File: src/rtl/ccg_bist_pkg.sv
// ---------------------------------------------------------------------------
// ccg_bist_pkg
// Shared definitions for the combinational-benchmark BIST slice: the
// response-compactor FSM encoding and the default MISR/LFSR constants that
// both the response MISR and the upstream pattern generator use.
// ---------------------------------------------------------------------------
package ccg_bist_pkg;

    // Default geometry of the compacted response stream.
    localparam int unsigned CCG_RESP_W = 22;
    localparam int unsigned CCG_SIG_W  = 32;
    localparam int unsigned CCG_CNT_W  = 16;

    // CRC-32 generator (x^32 implicit) and all-ones start value.
    localparam logic [CCG_SIG_W-1:0] CCG_POLY = 32'h04C11DB7;
    localparam logic [CCG_SIG_W-1:0] CCG_SEED = 32'hFFFF_FFFF;

    // Compactor run phases.
    typedef enum logic [1:0] {
        IDLE = 2'd0,
        RUN  = 2'd1,
        DONE = 2'd2
    } ccg_state_e;

endpackage : ccg_bist_pkg

File: src/rtl/ccg_misr_step.sv
// ---------------------------------------------------------------------------
// ccg_misr_step
// Purely combinational next-state function of a Galois-style multiple-input
// signature register: shift left, fold the polynomial back in when the MSB
// falls out, then XOR in the parallel data word. With data tied to zero it
// is a plain LFSR step, which is how the pattern generator reuses it.
//
// Ports
//   sig_cur     in   SIG_W  present signature
//   data        in   SIG_W  parallel input word (already zero-extended)
//   sig_next_c  out  SIG_W  next signature (combinational)
// ---------------------------------------------------------------------------
module ccg_misr_step
    import ccg_bist_pkg::*;
#(
    parameter int unsigned      SIG_W = CCG_SIG_W,
    parameter logic [SIG_W-1:0] POLY  = SIG_W'(CCG_POLY)
) (
    input  logic [SIG_W-1:0] sig_cur,
    input  logic [SIG_W-1:0] data,
    output logic [SIG_W-1:0] sig_next_c
);

    // Shift, conditional polynomial feedback, then data injection.
    always_comb begin
        sig_next_c = {sig_cur[SIG_W-2:0], 1'b0};
        if (sig_cur[SIG_W-1]) begin
            sig_next_c = sig_next_c ^ POLY;
        end
        sig_next_c = sig_next_c ^ data;
    end

endmodule : ccg_misr_step

File: src/rtl/ccg_response_misr.sv
// ---------------------------------------------------------------------------
// ccg_response_misr
// Compacts the per-pattern output vectors of a benchmark circuit into a
// signature. A run opens with start, accepts one beat per cycle while in
// RUN, and closes on the beat flagged resp_last. The signature and beat
// count are then held with sig_valid until the consumer acknowledges.
//
// Optional feature (macro CCG_MISR_ONES_CNT_EN): when defined, ones_cnt
// accumulates the number of 1-bits seen across accepted beats (saturating).
// When undefined, ones_cnt is tied to zero and no popcount logic exists.
//
// Ports
//   clk         in   1         clock, rising edge
//   rst         in   1         synchronous active-high reset
//   start       in   1         open a run (IDLE only)
//   abort       in   1         drop back to IDLE, discard run; highest priority
//   resp_valid  in   1         response beat present
//   resp_data   in   RESP_W    circuit outputs f1 (bit 0) .. fN
//   resp_last   in   1         final beat of the run
//   resp_ready  out  1         beat accepted on resp_valid & resp_ready
//   sig         out  SIG_W     current / final signature
//   sig_valid   out  1         final signature held for the consumer
//   sig_ack     in   1         consumer has taken the signature
//   vec_cnt     out  CNT_W     accepted beats this run (saturating)
//   cnt_ovf     out  1         vec_cnt saturated this run
//   ones_cnt    out  CNT_W+5   accumulated 1-bits (optional feature)
// ---------------------------------------------------------------------------
module ccg_response_misr
    import ccg_bist_pkg::*;
#(
    parameter int unsigned      RESP_W = CCG_RESP_W,
    parameter int unsigned      SIG_W  = CCG_SIG_W,
    parameter logic [SIG_W-1:0] POLY   = SIG_W'(CCG_POLY),
    parameter logic [SIG_W-1:0] SEED   = SIG_W'(CCG_SEED),
    parameter int unsigned      CNT_W  = CCG_CNT_W
) (
    input  logic                 clk,
    input  logic                 rst,
    input  logic                 start,
    input  logic                 abort,
    input  logic                 resp_valid,
    input  logic [RESP_W-1:0]    resp_data,
    input  logic                 resp_last,
    output logic                 resp_ready,
    output logic [SIG_W-1:0]     sig,
    output logic                 sig_valid,
    input  logic                 sig_ack,
    output logic [CNT_W-1:0]     vec_cnt,
    output logic                 cnt_ovf,
    output logic [CNT_W+4:0]     ones_cnt
);

    localparam int unsigned ONES_W = CNT_W + 5;

    // The response word is zero-extended into the signature, so it must fit.
    if (RESP_W > SIG_W) begin : g_width_err
        $error("ccg_response_misr: RESP_W must not exceed SIG_W");
    end

    ccg_state_e        state;
    logic              beat_acc_c;
    logic              start_load_c;
    logic [SIG_W-1:0]  data_ext_c;
    logic [SIG_W-1:0]  sig_next_c;

    // Ready is a pure decode of state and abort; it never looks at resp_valid.
    assign resp_ready   = (state == RUN) && !abort;
    assign beat_acc_c   = resp_valid && resp_ready;
    assign start_load_c = (state == IDLE) && start && !abort;
    assign data_ext_c   = SIG_W'(resp_data);

    ccg_misr_step #(
        .SIG_W (SIG_W),
        .POLY  (POLY)
    ) u_step (
        .sig_cur    (sig),
        .data       (data_ext_c),
        .sig_next_c (sig_next_c)
    );

    // Run-control FSM with the signature, beat counter and overflow flag.
    always_ff @(posedge clk) begin
        if (rst) begin
            state     <= IDLE;
            sig_valid <= 1'b0;
            sig       <= '0;
            vec_cnt   <= '0;
            cnt_ovf   <= 1'b0;
        end else if (abort) begin
            // Run is discarded; sig/vec_cnt simply stop updating.
            state     <= IDLE;
            sig_valid <= 1'b0;
        end else begin
            unique case (state)
                IDLE: begin
                    if (start) begin
                        state   <= RUN;
                        sig     <= SEED;
                        vec_cnt <= '0;
                        cnt_ovf <= 1'b0;
                    end
                end
                RUN: begin
                    if (beat_acc_c) begin
                        sig <= sig_next_c;
                        // Saturate; the beat that would wrap raises the flag.
                        if (vec_cnt == {CNT_W{1'b1}}) begin
                            cnt_ovf <= 1'b1;
                        end else begin
                            vec_cnt <= vec_cnt + CNT_W'(1);
                        end
                        if (resp_last) begin
                            state     <= DONE;
                            sig_valid <= 1'b1;
                        end
                    end
                end
                DONE: begin
                    if (sig_ack) begin
                        state     <= IDLE;
                        sig_valid <= 1'b0;
                    end
                end
                default: begin
                    state     <= IDLE;
                    sig_valid <= 1'b0;
                end
            endcase
        end
    end

`ifdef CCG_MISR_ONES_CNT_EN
    localparam int unsigned POP_W  = $clog2(RESP_W + 1);
    localparam int unsigned SUM_W  = ONES_W + 1;

    logic [POP_W-1:0] pop_c;
    logic [SUM_W-1:0] ones_sum_c;
    logic [ONES_W-1:0] ones_q;

    // Population count of the current response word.
    always_comb begin
        pop_c = '0;
        for (int unsigned i = 0; i < RESP_W; i++) begin
            pop_c = pop_c + POP_W'(resp_data[i]);
        end
    end

    // One spare bit catches the carry that signals saturation.
    assign ones_sum_c = {1'b0, ones_q} + SUM_W'(pop_c);

    // Saturating 1-bit accumulator, cleared when a run opens.
    always_ff @(posedge clk) begin
        if (rst) begin
            ones_q <= '0;
        end else if (start_load_c) begin
            ones_q <= '0;
        end else if (beat_acc_c) begin
            if (ones_sum_c[SUM_W-1]) begin
                ones_q <= {ONES_W{1'b1}};
            end else begin
                ones_q <= ones_sum_c[ONES_W-1:0];
            end
        end
    end

    assign ones_cnt = ones_q;
`else
    // Feature disabled: no popcount hardware, constant output.
    assign ones_cnt = ONES_W'(0);
`endif

endmodule : ccg_response_misr

File: config.mk
export PLATFORM = sky130hd
export DESIGN_NAME = ccg_response_misr
export DESIGN_NICKNAME = d
export VERILOG_FILES = /design/src/rtl/ccg_bist_pkg.sv /design/src/rtl/ccg_misr_step.sv /design/src/rtl/ccg_response_misr.sv
export SDC_FILE = /design/constraint.sdc
export NUM_CORES = 1
export LEC_CHECK = 0
export ABC_AREA = 1
export BUFFER_PORTS_ARGS = -buffer_cell sky130_fd_sc_hd__buf_2
export CORE_ASPECT_RATIO = 0.7
export CORE_MARGIN = 2
export CORE_UTILIZATION = 50
export DETAILED_ROUTE_END_ITERATION = 10
export PLACE_DENSITY = 0.87
export RECOVER_POWER = 50
export SLEW_MARGIN = 20
export SYNTH_ARGS = -nofsm -noshare
export SYNTH_HDL_FRONTEND = slang
export SYNTH_SLANG_ARGS = --single-unit
File: constraint.sdc
create_clock -name clk -period 2.1 [get_ports clk]
set_input_delay 0.42 -clock clk [delete_from_list [all_inputs] [get_ports clk]]
set_output_delay 0.42 -clock clk [all_outputs]
set_load 0.02 [all_outputs]
==> flow_summary.toml <==
[run_status]
outcome = "completed"

[synth]
synth_xor_area_share_pct = 10.87
synthAdderAreaFrac_pct = 0.4437
synth_warnings = 0
synth-seq-cells = 52
synth_area_um2 = 2820
yosysTopAreaCellShare_pct = 36.91
syn_inst = 384
synth_top_area_cell = "dfxtp_1"
synthSimpleGateAreaFrac_pct = 25.87
synth_compound_area_share_pct = 14.06
synth.area.top_cells = "dfxtp_1, nand2_1, xnor2_1"
synth_top_family_by_area = "simple AND/OR/NAND/NOR gates"
synth-seq-area-share_pct = 36.91
post_synth_num_cell_types = 32
avgSynthCellArea_um2 = 7.344
yosys-mux-area-fraction_pct = 0

[die]
die_area_um2 = 6267
die_y_um = 66.84
initial_core_util_pct = 52.81
die-width_um = 93.77
row_count = 22
io_pins = 101
core_area_um2 = 5340

[global_routing]
antenna_found_initial = 0
grt_pass1_vias = 2397
grt_max_degree = 32
grt_pass1_wl_um = 10900
grtUsageTotal_pct = 21.94
overflow = 0
use_met3_pct = 4.638
grt_use_met2_pct = 33.21
use_met1_pct = 30.06
busiest_layer = "met2"

[drt]
via_per_inst = 5.118
wire_per_inst_um = 12.92
remaining_drc_errors = 0
drt-pass1-iter-count = 5
drt_iter0_markers = 369
finalWirelength_um = 6886
dr_total_vias = 2728
drtAntennaViolNets = 0

[timing]
worstMarginPinSlew_ns = 0.5269
hold_violations = 0
finalSetupTns_ns = 0
maxClockFrequency_mhz = 554.5
worst_clock_skew_ns = 0.006404
hold_slack_ns = 0.3994
slew_headroom_pct = 64.82
slew_violations = 0
post-route-period-util_pct = 85.87
finalSetupViolCount = 0
grt_setup_unrepaired = "no"
layout_min_cycle_time_ns = 1.803

[clock_network]
cts_resized = 0
cts_tree = "done"
cts_buffers = 5
htree_num_levels = 2
clk_latency_ns = 0.30
clock-sinks = 52
clk_path_buf_depth = 2
clk_pin_slew_ns = 0.09
postCtsSetupRepairBufs = 0
cts_hold_repair.buffers = 0
clk_root_buffer_cell = "clkbuf_8"

[power]
power_density_nw_per_um2 = 723.4
power_uw = 2351
leakagePower_uw = 0.001323
ir_worst_vdd_uv = 450.7

[worst_setup_path]
rr_worst_depth = 9
crit_end = "vec_cnt[2]"
cp-startpoint = "vec_cnt[1]"
reg2reg_slack_ns = 0.30
cp_cell_sequence = "ha_1, nand3_2, inv_2, nand4_2, nand2_4, nand2_4, nand2_1, nand2_1, nor2_1"
critPathMaxStageDelay_ns = 0.42
r2r_end = "vec_cnt[2]"
crit_arrival_ns = 2.05
critPathCaptureType = "flip-flop"
worst-path-max-fanout = 14
path_class = "reg -> reg"
critPathSlowestCell = "dfxtp_1"
rr_startpoint = "vec_cnt[1]"
cp_data_required_time_ns = 2.35
cp-start-kind = "flip-flop"

[flow_run]
maxCapViolCount = 0

[cells_and_area]
nets = 490
syn2layout_area_growth_pct = 15.22
layout.cells.most_common_list = "nand2_1, dfxtp_1, clkbuf_1, nor2_1, a21oi_1"
diodes = 0
final_common_cell = "nand2_1"
n_fill_cell = 507
drive_gt1_share_pct = 13.45

[placement]
hpwl_um = 5067
gp_congestion = 0.9713
numPortBuffers = 79

[hold_path]
hp-class = "in -> reg"
-- cell families after synthesis --
group           after synthesis
other cells                   1
compound gates               76
fa+ha+maj                     1
buf+inv                      63
xor+xnor                     35
flops                        52
simple gates                156
-- cell type report --
| class | count | area (um^2) | area share, % |
|---|---|---|---|
| clock buffers | 6 | 82.58 | 2.541 |
| clock inverters | 2 | 38.79 | 1.194 |
| inverters | 29 | 108.9 | 3.350 |
| multi-input cells | 289 | 1524 | 46.90 |
| flip-flops and latches | 52 | 1041 | 32.04 |
| well taps | 72 | 90.09 | 2.772 |
| repair buffers | 83 | 364.1 | 11.21 |
-- flip-flops by register name (all words and copies together) (netlist names) --
register and flops:
cnt_ovf 1, sig 32, sig_valid 1, state 2, vec_cnt 16
-- stage by stage --
step                cells  utilization, %  setup slack, ns  instance area [um^2]
global route          533           60.85           0.1958                  3249
detailed placement    525           59.72           0.3800                  3189
finish                533           60.85           0.2967                  3249
global placement      525           59.72           0.4037                  3189
floorplan             404               -           0.4115                  2895
CTS                   533           62.00           0.3610                  3311
-- cell usage after synthesis --
library cell and instances:
a211oi_1 1, a21oi_1 37, a21oi_2 1, a31oi_1 3, buf_2 6, buf_4 21
buf_6 1, clkbuf_1 6, conb_1 1, dfxtp_1 52, ha_1 1, inv_1 26
inv_2 3, nand2_1 67, nand2_2 4, nand2_4 3, nand3_1 27, nand3_2 1
nand3b_1 1, nand4_1 4, nand4_2 1, nor2_1 39, nor2_2 2, nor2_4 3
nor2_8 1, nor3_1 2, o21ai_0 28, o21ai_1 1, o22ai_1 5, or2_2 1
xnor2_1 23, xor2_1 12
-- critical path: cells and delay by family, from the launching register on --
kind / cells / cell delay (ns)
adder cells (fa/ha/maj): 1 / 0.25
buffers and inverters: 1 / 0.14
flip-flops: 1 / 0.42
AND/OR/NAND/NOR: 7 / 0.94
-- metal layers --
| layer | up-vias | routed length (um) |
|---|---|---|
| met5 | - | 0 |
| met4 | 0 | 180 |
| met3 | 18 | 536 |
| met2 | 124 | 3017 |
| met1 | 1228 | 3152 |
| li1 | 1358 | - |
-- how the worst min path moves through the flow --
stage / from / end / cells past startpoint
2_1_floorplan: rst / vec_cnt[10] / 1
3_3_place_gp: sig_valid / sig_valid / 2
3_5_place_dp: sig_valid / sig_valid / 2
4_1_cts: abort / sig_valid / 4
5_1_grt: resp_data[13] / sig[13] / 3
6_report: abort / sig_valid / 4
-- power breakdown --
group / total, uW / switching (uW) / internal [uW]
Combinational: 509 / 339 / 169
Clock: 711 / 321 / 390
Sequential: 1130 / 75.0 / 1060
Total: 2350 / 735 / 1620
Note: power is estimated with default switching activity, not from simulation.
